$ cat src/rtl/fetch_unit.sv
// -----------------------------------------------------------------------------
// fetch_unit
//
// Instruction-fetch stage for the SOIN-RV core. This block owns the program
// counter. It reads the combinational instruction memory at the PC and buffers
// {pc, instr} pairs in a small registered FIFO that feeds decode.
//
// Optional feature macro: SOIN_FETCH_PERF_EN
//   defined   : o_FetchCount counts pushes. o_StallCount counts cycles with
//               i_ImStall=1, and cycles where the FIFO is full and nothing pops.
//               Both counters wrap at 2^32. A redirect does not clear them.
//   undefined : no counter logic is built, and both outputs are constant 0.
//
// Parameters
//   DATA_WIDTH    instruction width
//   ADDR_WIDTH    PC / instruction-memory address width
//   PC_STEP       PC increment per fetch (power of 2, >= 1)
//   FIFO_DEPTH    fetch-buffer entries (power of 2, >= 2)
//   RESET_VECTOR  PC value loaded on reset
//
// Ports
//   i_clk         clock, rising edge
//   i_rst_n       synchronous reset, active-low, overrides every other input
//   o_ImAddr      instruction-memory read address (the PC register)
//   i_ImInstr     instruction-memory read data, same-cycle combinational
//   i_ImStall     memory not ready: no fetch this cycle
//   i_Redirect    branch/jump taken: flush the buffer and reload the PC
//   i_RedirectPc  redirect target (low log2(PC_STEP) bits are ignored)
//   o_Valid       head entry valid to decode
//   i_Ready       decode accepts the head entry
//   o_Instr       head instruction (0 while the buffer is empty)
//   o_Pc          head instruction address (0 while the buffer is empty)
//   o_FetchCount  fetched-instruction counter
//   o_StallCount  stall-cycle counter
//
// Handshake: the head entry transfers on every rising edge where
// o_Valid and i_Ready are both 1. o_Valid never depends on i_Ready.
// o_Instr and o_Pc hold stable while o_Valid=1 and i_Ready=0.
// -----------------------------------------------------------------------------
module fetch_unit #(
   parameter int unsigned DATA_WIDTH   = 32,
   parameter int unsigned ADDR_WIDTH   = 32,
   parameter int unsigned PC_STEP      = 4,
   parameter int unsigned FIFO_DEPTH   = 2,
   parameter logic [ADDR_WIDTH-1:0] RESET_VECTOR = '0
) (
   input  logic                  i_clk,
   input  logic                  i_rst_n,
   output logic [ADDR_WIDTH-1:0] o_ImAddr,
   input  logic [DATA_WIDTH-1:0] i_ImInstr,
   input  logic                  i_ImStall,
   input  logic                  i_Redirect,
   input  logic [ADDR_WIDTH-1:0] i_RedirectPc,
   output logic                  o_Valid,
   input  logic                  i_Ready,
   output logic [DATA_WIDTH-1:0] o_Instr,
   output logic [ADDR_WIDTH-1:0] o_Pc,
   output logic [31:0]           o_FetchCount,
   output logic [31:0]           o_StallCount
);

   localparam int unsigned PTR_W = $clog2(FIFO_DEPTH);
   localparam int unsigned CNT_W = PTR_W + 1;

   localparam logic [CNT_W-1:0]      DEPTH_C   = CNT_W'(FIFO_DEPTH);
   localparam logic [ADDR_WIDTH-1:0] STEP_C    = ADDR_WIDTH'(PC_STEP);
   // Clears the sub-step bits of a redirect target so the PC stays aligned.
   localparam logic [ADDR_WIDTH-1:0] ALIGN_MSK = ~(ADDR_WIDTH'(PC_STEP - 1));

   // ---------------------------------------------------------------------------
   // State
   // ---------------------------------------------------------------------------
   logic [ADDR_WIDTH-1:0] pc;
   logic [PTR_W-1:0]      wr_ptr;
   logic [PTR_W-1:0]      rd_ptr;
   logic [CNT_W-1:0]      count;

   logic [DATA_WIDTH-1:0] instr_mem [FIFO_DEPTH];
   logic [ADDR_WIDTH-1:0] pc_mem    [FIFO_DEPTH];

   // ---------------------------------------------------------------------------
   // Handshake and control
   // ---------------------------------------------------------------------------
   logic valid;
   logic full;
   logic pop;
   logic push;

   assign valid = (count != '0);
   assign full  = (count == DEPTH_C);
   assign pop   = valid & i_Ready;
   // When the buffer is full, a pop in the same cycle frees the slot the push uses.
   assign push  = ~i_Redirect & ~i_ImStall & (~full | pop);

   assign o_ImAddr = pc;
   assign o_Valid  = valid;
   assign o_Instr  = valid ? instr_mem[rd_ptr] : '0;
   assign o_Pc     = valid ? pc_mem[rd_ptr]    : '0;

   // ---------------------------------------------------------------------------
   // PC register
   // ---------------------------------------------------------------------------
   // A redirect outranks stall and push. The PC wraps modulo 2^ADDR_WIDTH.
   always_ff @(posedge i_clk) begin
      if (!i_rst_n) begin
         pc <= RESET_VECTOR;
      end else if (i_Redirect) begin
         pc <= i_RedirectPc & ALIGN_MSK;
      end else if (push) begin
         pc <= pc + STEP_C;
      end
   end

   // ---------------------------------------------------------------------------
   // FIFO pointers and occupancy
   // ---------------------------------------------------------------------------
   // A redirect empties the buffer. Any pop in that same cycle has already been
   // taken by decode, so the emptied state accounts for it.
   always_ff @(posedge i_clk) begin
      if (!i_rst_n) begin
         wr_ptr <= '0;
         rd_ptr <= '0;
         count  <= '0;
      end else if (i_Redirect) begin
         wr_ptr <= '0;
         rd_ptr <= '0;
         count  <= '0;
      end else begin
         if (push) begin
            wr_ptr <= wr_ptr + PTR_W'(1);
         end
         if (pop) begin
            rd_ptr <= rd_ptr + PTR_W'(1);
         end
         case ({push, pop})
            2'b10:   count <= count + CNT_W'(1);
            2'b01:   count <= count - CNT_W'(1);
            default: count <= count;
         endcase
      end
   end

   // ---------------------------------------------------------------------------
   // FIFO storage: no reset needed, because entries are only read while counted
   // ---------------------------------------------------------------------------
   always_ff @(posedge i_clk) begin
      if (push) begin
         instr_mem[wr_ptr] <= i_ImInstr;
         pc_mem[wr_ptr]    <= pc;
      end
   end

   // ---------------------------------------------------------------------------
   // Performance counters
   // ---------------------------------------------------------------------------
`ifdef SOIN_FETCH_PERF_EN
   logic [31:0] fetch_count;
   logic [31:0] stall_count;
   logic        stall_cycle;

   assign stall_cycle = i_ImStall | (full & ~pop);

   always_ff @(posedge i_clk) begin
      if (!i_rst_n) begin
         fetch_count <= '0;
         stall_count <= '0;
      end else begin
         if (push) begin
            fetch_count <= fetch_count + 32'd1;
         end
         if (stall_cycle) begin
            stall_count <= stall_count + 32'd1;
         end
      end
   end

   assign o_FetchCount = fetch_count;
   assign o_StallCount = stall_count;
`else
   assign o_FetchCount = '0;
   assign o_StallCount = '0;
`endif

endmodule

$ cat config.mk
export PLATFORM = sky130hd
export DESIGN_NAME = fetch_unit
export DESIGN_NICKNAME = d
export VERILOG_FILES = /design/src/rtl/fetch_unit.sv
export SDC_FILE = /design/constraint.sdc
export NUM_CORES = 1
export LEC_CHECK = 0
export CAP_MARGIN = 10
export CORE_ASPECT_RATIO = 1.1
export CORE_UTILIZATION = 44
export DETAILED_ROUTE_END_ITERATION = 6
export PLACE_DENSITY = 0.76
export SYNTH_ARGS = -nofsm -noshare
export SYNTH_HDL_FRONTEND = slang
export SYNTH_SLANG_ARGS = --single-unit
$ cat constraint.sdc
create_clock -name i_clk -period 13.2 [get_ports i_clk]
set_input_delay 1.98 -clock i_clk [delete_from_list [all_inputs] [get_ports i_clk]]
set_output_delay 1.98 -clock i_clk [all_outputs]
set_load 0.02 [all_outputs]
-- Yosys cells after proc, flatten, opt, wreduce, memory -nomap -nowiden
Memory sizes are Yosys's and may differ from the RTL's. A register that Yosys moved wholly into a read port is not among the register bits.
Index checks and enable logic that the tools add are counted.
- output and inout port bits: 161
- memories: 2
- input port bits: 69
- register bits after elaboration: 36
- word-level logic and storage cells: 38
- bits in writable memories: 128
- memories (name ; depth ; bits a word ; read ports ; clocked after Yosys merged registers in ; wr ports ; RTL line ; RTL):
    instr_mem ; 2 ; 32 ; 1 ; 1 ; 1 ; 78 ; logic [DATA_WIDTH-1:0] instr_mem [FIFO_DEPTH];
    pc_mem ; 2 ; 32 ; 1 ; 1 ; 1 ; 79 ; logic [ADDR_WIDTH-1:0] pc_mem [FIFO_DEPTH];
- reductions and logical operators: 4
- $add $sub $neg: 5
- equal/unequal tests: 3
- muxes and demuxes: 11
- bitwise operators: 8
- operators by type and width (cell ; count):
    32-bit 2-to-1 mux ; 4
    32-bit by 3-bit adder with 32-bit output (second input constant) ; 1
    1-bit 2-to-1 mux ; 6
    2-bit nonzero test ; 3
    2-bit == test (second input constant) ; 2
    1-bit inverter ; 4
    2-bit case mux with 2 select lines ; 1
    1-bit AND ; 3
    1-bit adder (second input constant) ; 2
    2-bit by 1-bit adder with 2-bit output (second input constant) ; 1
    2-bit by 1-bit == test with 1-bit output (second input constant) ; 1
    2-bit OR reduction ; 1
    2-bit by 1-bit subtractor with 2-bit output (second input constant) ; 1
    1-bit OR ; 1

-- Depth between registers and ports, before layout
Gate-level depths: netlist of the first run.
- word-level depth: 6
- depth in mapped cells: 7

-- Least setup slack after synthesis of the first run
No wires, ideal clock.
- path type: input to register
- from: input port i_Redirect
- to: memory instr_mem[0][0], enable pin
- cell stages on the path: 4
- data arrival time: 8.520 ns
- path buffers: 3
- setup slack: 4.045 ns
- data required time: 12.565 ns
- library setup time: 0.635 ns
- cells stage by stage: clkbuf_1 > clkbuf_1 > buf_1 > nor4_1
- longest elaborated chain between the ends: 5
- RTL lines (what ; RTL line ; RTL):
    start: declaration ; 52 ; input logic i_Redirect,
    1-bit inverter ; 93 ; assign push = ~i_Redirect & ~i_ImStall & (~full | pop);
    1-bit AND (2 in a row) ; 93 ;
    1-bit 2-to-1 mux ; 147 ; if (push) begin
    1-bit 2-to-1 mux (not written as such) ; 148 ; instr_mem[wr_ptr] <= i_ImInstr;
    end: declaration ; 78 ;
Every way passes these cells.

==> results of run 1 <==
-- worst max-delay path, cell delays in order, from the launching register on --
cell                              delay [ns]
sky130_fd_sc_hd__dfxtp_4                1.06
sky130_fd_sc_hd__mux2i_1                0.29
sky130_fd_sc_hd__nor2_1                 0.18
sky130_fd_sc_hd__clkdlybuf4s50_1        0.62
-- how the worst min path moves through the flow --
stage	cells after the start	startpoint	end
floorplan	2	rd_ptr	flip-flop
detailed placement	2	rd_ptr	rd_ptr
CTS	2	rd_ptr	rd_ptr
global route	2	rd_ptr	rd_ptr
finish	2	rd_ptr	rd_ptr
global placement	2	rd_ptr	flip-flop
-- flip-flops by register name, indices dropped and copies added (netlist names), named ones only --
name,count
wr_ptr,1
count,2
instr_mem,64
pc_mem,60
rd_ptr,1
o_ImAddr,30
-- through the flow --
stage           util  hold WS, ns  setup WS, ns
2_1_floorplan      -        0.472          4.04
3_3_place_gp   0.545        0.486          8.41
3_5_place_dp   0.545        0.498          8.33
4_1_cts        0.580        0.519          8.53
5_1_grt        0.580        0.555          8.48
6_report       0.580        0.520          8.62
-- area by class of cell --
class,count,area [um^2]
Fill cell,1343,6880
Sequential cell,159,4430
Multi-Input combinational cell,414,2570
Timing Repair Buffer,168,1660
Clock buffer,18,429
Tap cell,204,255
Clock inverter,14,134
Inverter,5,18.8
-- kinds of logic (layout without fill, tap and decap cells) --
family	after synthesis	in the layout	synth area share
buf+inv	106	205	0.0892
other cells	1	68	0.000508
compound gates	71	71	0.0692
xor+xnor	11	11	0.0131
mux	66	66	0.0896
flops	159	159	0.600
fa+ha+maj	1	1	0.00170
simple gates	197	197	0.137
-- metal layers --
layer  routed length, um  GRT usage  vias up
li1                    -          -     2437
met1                6640      0.224     2519
met2                8900      0.350      248
met3                1100     0.0408       25
met4                 347     0.0847        0
met5                   0          0        -
-- power breakdown --
group | internal (mW) | leakage (nW) | switching (mW)
Combinational | 0.0559 | 1.54 | 0.0727
Sequential | 0.560 | 1.44 | 0.0202
Clock | 0.262 | 0.260 | 0.202
-- synth_stat cells, types with 3 or more instances --
cell type	n
sky130_fd_sc_hd__and3_1	6
sky130_fd_sc_hd__mux2i_1	66
sky130_fd_sc_hd__edfxtp_1	124
sky130_fd_sc_hd__a311oi_1	3
sky130_fd_sc_hd__nor2b_1	4
sky130_fd_sc_hd__nor2_1	78
sky130_fd_sc_hd__xor2_1	5
sky130_fd_sc_hd__a21boi_1	4
sky130_fd_sc_hd__nor3_1	16
sky130_fd_sc_hd__xnor2_1	6
sky130_fd_sc_hd__inv_1	3
sky130_fd_sc_hd__buf_2	4
sky130_fd_sc_hd__o21ai_0	23
sky130_fd_sc_hd__nand2b_1	6
sky130_fd_sc_hd__dfxtp_1	35
sky130_fd_sc_hd__nor3b_1	3
sky130_fd_sc_hd__a21oi_1	6
sky130_fd_sc_hd__a211o_1	3
sky130_fd_sc_hd__buf_1	5
sky130_fd_sc_hd__buf_4	68
sky130_fd_sc_hd__nand4_1	14
sky130_fd_sc_hd__nand3_1	22
sky130_fd_sc_hd__o211a_1	8
sky130_fd_sc_hd__nor4_1	12
sky130_fd_sc_hd__clkbuf_1	24
sky130_fd_sc_hd__nand2_1	16
sky130_fd_sc_hd__a31oi_1	4
==> results.json, run 1 <==
{
  "antenna_left": 0,
  "dieArea_um2": 17300,
  "global_route_wire_length_before_repair_um": 25700,
  "cts_max_path_buffers": 2,
  "avgSynthCellArea_um2": 12.1,
  "worst-setup-path-type": "flip-flop to primary output",
  "clockRootBuffer": "sky130_fd_sc_hd__clkbuf_16",
  "grt.overflow.total": 0,
  "timing.final.max_slew_violations": 0,
  "area.growth.synth_to_final_pct": 28.6,
  "outcome": "finished with violations",
  "yosysTopAreaCellShare": 0.505,
  "die_h_um": 138,
  "route.vias.total": 5229,
  "rsz0062_at_grt": "no",
  "crit_end": "o_Pc[20]",
  "synth-edff-count": 124,
  "insertion_delay_of_the_later_clocked_pin_in_the_worst_skew_pair_ns": 0.42,
  "final_hold_viol_count": 0,
  "r2r_cells": 5,
  "ys_seq_area_frac": 0.600,
  "synthDominantAreaCellType": "sky130_fd_sc_hd__edfxtp_1",
  "avgRoutedWirePerCell_um": 17.3,
  "buffer_ports.inserted": 159,
  "crit_fanout": 62,
  "initial_utilization": 0.451,
  "post_dp_cell_area_um2": 8930,
  "route.final.wire_length_um": 17000,
  "clock_sink_count": 159,
  "slew_headroom": 0.283,
  "ir_drop_v": 0.0000826,
  "design_area_um2": 9490,
  "fmax_ghz": 0.218,
  "tritoncts": "done",
  "first_pass_iters": 7,
  "critical_path.reg2reg.endpoint": "instr_mem[1][7]",
  "route.detailed.vias_per_inst": 5.32,
  "tns_setup_ns": 0,
  "mostFrequentLayoutCell": "sky130_fd_sc_hd__clkdlybuf4s50_1",
  "worst_ep_required_time_ns": 11.22,
  "violations": "DRC",
  "synthesis.area_um2": 7380,
  "finalNetCount": 835,
  "finalClockSkew_ns": 0.00741,
  "cts-buffers-inserted": 17,
  "cap_violations": 0,
  "antenna_cells": 0,
  "worst-endpoint-arrival_ns": 2.60,
  "yosys.cell_types.count": 60,
  "cts_setup_buffers": 0,
  "reg2reg_from": "count[1]",
  "cts.hold.buffers_added": 0,
  "power_density_nw_per_um2": 124,
  "finalNonFillerCells": 982,
  "drive_above_1_share": 0.0681,
  "fp-row-count": 49,
  "worst_pin_slew_ns": 1.08,
  "grt_usage": 0.194,
  "remaining_drc_errors": 19,
  "timing.reg2reg.setup_slack_ns": 10.46,
  "first_drt_iteration_drcs": 428,
  "startpoint_type_of_the_worst_setup_path": "flip-flop",
  "period_minus_slack_ns": 4.58,
  "grt_antenna_before_repair": 0,
  "hpwl_um": 11300,
  "coreArea_um2": 16400,
  "synth_async_reset_ratio": 0,
  "setup-violations-final": 0,
  "netlist_instances": 612,
  "critPathCaptureType": "primary output",
  "postCtsResizedCells": 0,
  "cts_max_level": 4,
  "clk_pin_slew_worst_paths_ns": 0.06,
  "floorplan.die.width_um": 125,
  "synth.area.top_cells": "sky130_fd_sc_hd__edfxtp_1 (50%), sky130_fd_sc_hd__dfxtp_1 (9.5%), sky130_fd_sc_hd__mux2i_1 (9.0%)",
  "timing.hold.worst.class": "flip-flop to flip-flop",
  "leakage_nw": 3.25,
  "placed_cells_incl_taps": 950,
  "layout.cells.most_common_list": "sky130_fd_sc_hd__clkdlybuf4s50_1 (159), sky130_fd_sc_hd__edfxtp_1 (124), sky130_fd_sc_hd__nor2_1 (77)",
  "ys_ff_latch": 159,
  "yosys_warnings": 0,
  "synthFlopType": "sky130_fd_sc_hd__edfxtp_1",
  "grt_pass1_vias": 5002,
  "ios": 230,
  "gpl.final_weighted_congestion": 0.871,
  "post-route-period-util": 0.347,
  "grt_start_max_net_pins": 63,
  "power_mw": 1.17
}
Power figures use the tool's default switching activity.
==> run 2, diff against run 1 <==
--- a/config.mk
+++ b/config.mk
@@ -7,7 +7,7 @@
 export LEC_CHECK = 0
 export CAP_MARGIN = 10
 export CORE_ASPECT_RATIO = 1.1
-export CORE_UTILIZATION = 44
+export CORE_UTILIZATION = 42
 export DETAILED_ROUTE_END_ITERATION = 6
 export PLACE_DENSITY = 0.76
 export SYNTH_ARGS = -nofsm -noshare
==> constraint.sdc (replaced) <==
create_clock -name i_clk -period 3.7 [get_ports i_clk]
set_input_delay 0.555 -clock i_clk [delete_from_list [all_inputs] [get_ports i_clk]]
set_output_delay 0.555 -clock i_clk [all_outputs]
set_load 0.02 [all_outputs]
==> run 2 against run 1 <==
Effect of this change:
- the flow now finishes without violations
- register-to-register slack got worse by 9.0 ns
- via count shrank 3.3%
- combinational power grew to 3.6 times the previous value
- setup slack lost 7.8 ns
- cell area rose by 1.2%
- non-clock buffer count grew 5
- die area is 4.7% higher
- sequential power rose to 3.6 times the previous value
==> results.json, run 2 (synthesis gave the netlist of run 1 again) <==
{
  "postCtsResizedCells": 0,
  "post-route-period-util": 0.789,
  "use_met3": 0.0497,
  "setup-violations-final": 0,
  "buffer_ports.inserted": 159,
  "period_minus_slack_ns": 2.92,
  "floorplan.die.width_um": 128,
  "route.final.wire_length_um": 16400,
  "timing.final.max_slew_violations": 0,
  "clk_pin_slew_worst_paths_ns": 0.06,
  "antenna_cells": 0,
  "critPathSlowestCell": "sky130_fd_sc_hd__dfxtp_4",
  "grt_pass1_vias": 4799,
  "finalNonFillerCells": 1016,
  "met2_usage": 0.308,
  "worstPathBufferInverterCount": 2,
  "initial_utilization": 0.432,
  "mostFrequentLayoutCell": "sky130_fd_sc_hd__clkdlybuf4s50_1",
  "worst-setup-path-type": "flip-flop to primary output",
  "global_route_wire_length_before_repair_um": 25400,
  "dieArea_um2": 18100,
  "critPathCaptureType": "primary output",
  "slowest_delay_ns": 0.68,
  "die_h_um": 141,
  "clock_sink_count": 159,
  "cp_top_family": "buffers and inverters",
  "worst_pin_slew_ns": 0.771,
  "finalClockSkew_ns": 0.00914,
  "outcome": "complete, no violations",
  "tns_setup_ns": 0,
  "grt_start_max_net_pins": 44,
  "grt_use_met1": 0.235,
  "first_drt_iteration_drcs": 308,
  "clockRootBuffer": "sky130_fd_sc_hd__clkbuf_16",
  "cts-buffers-inserted": 17,
  "area.growth.synth_to_final_pct": 30.2,
  "antenna_left": 0,
  "leakage_nw": 3.30,
  "worst-endpoint-arrival_ns": 2.36,
  "global_route.peak_usage_layer": "met2",
  "route.detailed.vias_per_inst": 4.98,
  "insertion_delay_of_the_later_clocked_pin_in_the_worst_skew_pair_ns": 0.42,
  "grt.overflow.total": 0,
  "fmax_ghz": 0.343,
  "final_hold_viol_count": 0,
  "flip_flop_count_of_the_largest_register_all_copies_and_words_added": 64,
  "cts_max_path_buffers": 2,
  "route.vias.total": 5056,
  "timing.critical_path.cells": "buf_4, mux2i_1, nor2_1, clkdlybuf4s50_1",
  "ir_drop_v": 0.000345,
  "placed_cells_incl_taps": 985,
  "rsz0062_at_grt": "no",
  "startpoint_type_of_the_worst_setup_path": "flip-flop",
  "cap_violations": 0,
  "drive_above_1_share": 0.0716,
  "avgRoutedWirePerCell_um": 16.1,
  "gpl.final_weighted_congestion": 0.840,
  "worst_ep_required_time_ns": 3.14,
  "cts_setup_buffers": 0,
  "finalNetCount": 840,
  "layout.cells.most_common_list": "sky130_fd_sc_hd__clkdlybuf4s50_1 (159), sky130_fd_sc_hd__edfxtp_1 (124), sky130_fd_sc_hd__nor2_1 (77)",
  "top_register": "instr_mem",
  "grt_usage": 0.186,
  "ios": 230,
  "tritoncts": "done",
  "hpwl_um": 11100,
  "first_pass_iters": 4,
  "remaining_drc_errors": 0,
  "power_density_nw_per_um2": 434,
  "slew_headroom": 0.482,
  "timing.hold.worst.class": "flip-flop to flip-flop",
  "fp-row-count": 50,
  "cts.hold.buffers_added": 0,
  "cts_max_level": 4,
  "crit_fanout": 29,
  "coreArea_um2": 17100,
  "grt_antenna_before_repair": 0
}
## run 2: cell type report
cell class                      count  area (um^2)
Fill cell                        1472         7470
Sequential cell                   159         4430
Multi-Input combinational cell    414         2570
Timing Repair Buffer              173         1730
Clock buffer                       19          443
Tap cell                          234          293
Clock inverter                     12          113
Inverter                            5         18.8
## run 2: worst paths after layout
path	from	to	slack (ns)	cells past startpoint
max	flip-flop	o_Instr[10]	0.78	4
min	rd_ptr	flip-flop	0.54	2
max reg2reg	o_ImAddr[4]	o_ImAddr[19]	1.51	4
min reg2reg	rd_ptr	flip-flop	0.54	2
## run 2: power by group
group / switching [mW] / leakage, nW / internal (mW)
combinational: 0.261 / 1.58 / 0.204
sequential: 0.0657 / 1.44 / 2.00
clock: 0.699 / 0.271 / 0.943
## run 2: per-layer routing
metal | vias to the layer above | routed length (um)
met4 | 0 | 182
met1 | 2410 | 7000
met5 | - | 0
met2 | 179 | 8220
li1 | 2451 | -
met3 | 16 | 951
## run 2: worst min-delay path, cell delays in order (launching register included)
cell                      delay, ns
sky130_fd_sc_hd__dfxtp_1       0.33
sky130_fd_sc_hd__xor2_1        0.09
sky130_fd_sc_hd__nor2_1        0.08
## run 2: metrics by stage
stage                util  worst slack, ns  hold slack (ns)  cell area [um^2]  power (mW)
detailed placement  0.530            0.734            0.501              9050        2.57
global placement    0.530            0.765            0.483              9050        2.56
floorplan               -           0.0355            0.472              7640        2.40
finish              0.562            0.781            0.535              9600        4.17
CTS                 0.562            0.711            0.538              9600        4.21
global route        0.562            0.625            0.574              9600        4.34
==> run 3, diff against run 2 <==
--- a/config.mk
+++ b/config.mk
@@ -7,7 +7,7 @@
 export LEC_CHECK = 0
 export CAP_MARGIN = 10
 export CORE_ASPECT_RATIO = 1.1
-export CORE_UTILIZATION = 42
+export CORE_UTILIZATION = 44
 export DETAILED_ROUTE_END_ITERATION = 6
 export PLACE_DENSITY = 0.76
 export SYNTH_ARGS = -nofsm -noshare
==> constraint.sdc (replaced) <==
create_clock -name i_clk -period 3.02 [get_ports i_clk]
set_input_delay 0.453 -clock i_clk [delete_from_list [all_inputs] [get_ports i_clk]]
set_output_delay 0.453 -clock i_clk [all_outputs]
set_load 0.02 [all_outputs]
==> run 3 against run 2 <==
Effect of this change:
- the flow now finishes with violations (DRC)
- core utilization rose by 2.7 points
- die area fell by 4.5%
- cell area rose by 0.43%
- sequential power rose by 23%
- cell count fell by 2.4%
- worst hold slack got worse by 0.034 ns
- register-to-register slack got worse by 0.71 ns
- non-clock buffer count rose by 5
- clock skew fell by 0.0025 ns
- largest power group unchanged
==> results.json, run 3 (synthesis gave the netlist of run 1 again) <==
{
  "outcome": "finished with violations",
  "violations": "DRC",
  "timing.hold.worst.class": "flip-flop to flip-flop",
  "power_density_nw_per_um2": 545,
  "cts_max_path_buffers": 2,
  "die_h_um": 138,
  "clockRootBuffer": "sky130_fd_sc_hd__clkbuf_16",
  "clk_pin_slew_worst_paths_ns": 0.06,
  "timing.critical_path.cells": "buf_4, mux2i_1, nor2_1, clkdlybuf4s50_1",
  "global_route_wire_length_before_repair_um": 26100,
  "coreArea_um2": 16400,
  "antenna_cells": 0,
  "finalNetCount": 845,
  "cts.hold.buffers_added": 0,
  "route.final.wire_length_um": 16900,
  "crit_fanout": 19,
  "rsz0062_at_grt": "no",
  "slew_headroom": 0.621,
  "dieArea_um2": 17300,
  "fmax_ghz": 0.381,
  "insertion_delay_of_the_later_clocked_pin_in_the_worst_skew_pair_ns": 0.42,
  "startpoint_type_of_the_worst_setup_path": "flip-flop",
  "cts_setup_buffers": 0,
  "layout.filler_cells": 1340,
  "reg2reg_from": "o_ImAddr[9]",
  "leakage_nw": 3.33,
  "dp_worst_setup_slack_ns": 0.422,
  "clock_sink_count": 159,
  "grt_usage": 0.197,
  "worst_ep_required_time_ns": 2.57,
  "antenna_left": 0,
  "postLayoutCoreUtil": 0.589,
  "worst_pin_slew_ns": 0.565,
  "power_mw": 5.26,
  "cts_max_level": 4,
  "grt_pass1_vias": 5068,
  "hpwl_um": 11600,
  "final_hold_viol_count": 0,
  "post_dp_cell_area_um2": 9050,
  "worst-setup-path-type": "flip-flop to primary output",
  "fin_worst_setup_slack_ns": 0.393,
  "cap_violations": 0,
  "timing.reg2reg.setup_slack_ns": 0.80,
  "period_minus_slack_ns": 2.63,
  "area.growth.synth_to_final_pct": 30.7,
  "tritoncts": "done",
  "route.vias.total": 5243,
  "first_drt_iteration_drcs": 372,
  "finalClockSkew_ns": 0.00661,
  "flip_flop_count_of_the_largest_register_all_copies_and_words_added": 64,
  "gpl.final_weighted_congestion": 0.903,
  "buffer_ports.inserted": 159,
  "grt_antenna_before_repair": 0,
  "cts-buffers-inserted": 17,
  "first_pass_iters": 7,
  "setup-violations-final": 0,
  "grt_start_max_net_pins": 46,
  "timing.final.max_slew_violations": 0,
  "worst-endpoint-arrival_ns": 2.17,
  "drive_above_1_share": 0.0736,
  "worst_hold_startpoint": "rd_ptr",
  "ir_drop_v": 0.000400,
  "grt.overflow.total": 0,
  "slowest_delay_ns": 0.59,
  "critPathSlowestCell": "sky130_fd_sc_hd__dfxtp_4",
  "critPathCaptureType": "primary output",
  "floorplan.die.width_um": 125,
  "fp-row-count": 49,
  "remaining_drc_errors": 19,
  "mostFrequentLayoutCell": "sky130_fd_sc_hd__clkdlybuf4s50_1",
  "postCtsResizedCells": 0,
  "ios": 230,
  "avgRoutedWirePerCell_um": 17.1,
  "route.detailed.vias_per_inst": 5.29,
  "initial_utilization": 0.451,
  "layout.cells.most_common_list": "sky130_fd_sc_hd__clkdlybuf4s50_1 (159), sky130_fd_sc_hd__edfxtp_1 (124), sky130_fd_sc_hd__nor2_1 (77)",
  "top_register": "instr_mem",
  "post-route-period-util": 0.870,
  "design_area_um2": 9650
}
## run 3: changes by cell type in the layout (fill, tap and decap cells not counted), sizes merged
| cell | change |
|---|---|
| inv | -1 |
| buf | +5 |
| clkbuf | +3 |
| bufinv | +2 |
| clkinv | -3 |
## run 3: final cells by class
type                            count  area, um^2  share of cell area
Clock buffer                       22         454              0.0471
Clock inverter                     10         136              0.0141
Inverter                            5        18.8             0.00195
Multi-Input combinational cell    414        2580               0.268
Sequential cell                   159        4430               0.459
Tap cell                          204         255              0.0265
Timing Repair Buffer              178        1770               0.184
## run 3: critical path, delay by kind of cell (launching register included)
kind	cells	cell delay (ns)
DFF	1	0.59
buffers and inverters	2	0.88
and+or+nand+nor	1	0.06
muxes	1	0.23
## run 3: worst paths after layout
check	endpoint	cells past startpoint
min	flip-flop	2
min reg2reg	flip-flop	2
max	o_Instr[26]	4
max reg2reg	o_ImAddr[30]	4
## run 3: power breakdown
part           leakage, nW  switching (mW)  internal (mW)
clock network        0.284           0.828           1.32
logic                 1.60           0.327          0.254
registers             1.44          0.0829           2.45
total                 3.33            1.24           4.02
## run 3: stage by stage
| stage | instances | TNS (ns) | hold WS (ns) |
|---|---|---|---|
| 2_1_floorplan | 679 | -20.43 | 0.472 |
| 3_3_place_gp | 960 | 0 | 0.484 |
| 3_5_place_dp | 960 | 0 | 0.489 |
| 4_1_cts | 992 | 0 | 0.503 |
| 5_1_grt | 992 | 0 | 0.526 |
| 6_report | 992 | 0 | 0.501 |
## run 3: per-layer routing
metal  vias to the layer above  routed length, um  track usage
met5                         -                  0            0
met4                         0                263       0.0718
met3                        24               1080       0.0524
met2                       252               8570        0.345
met1                      2512               7010        0.234
li1                       2455                  -            -
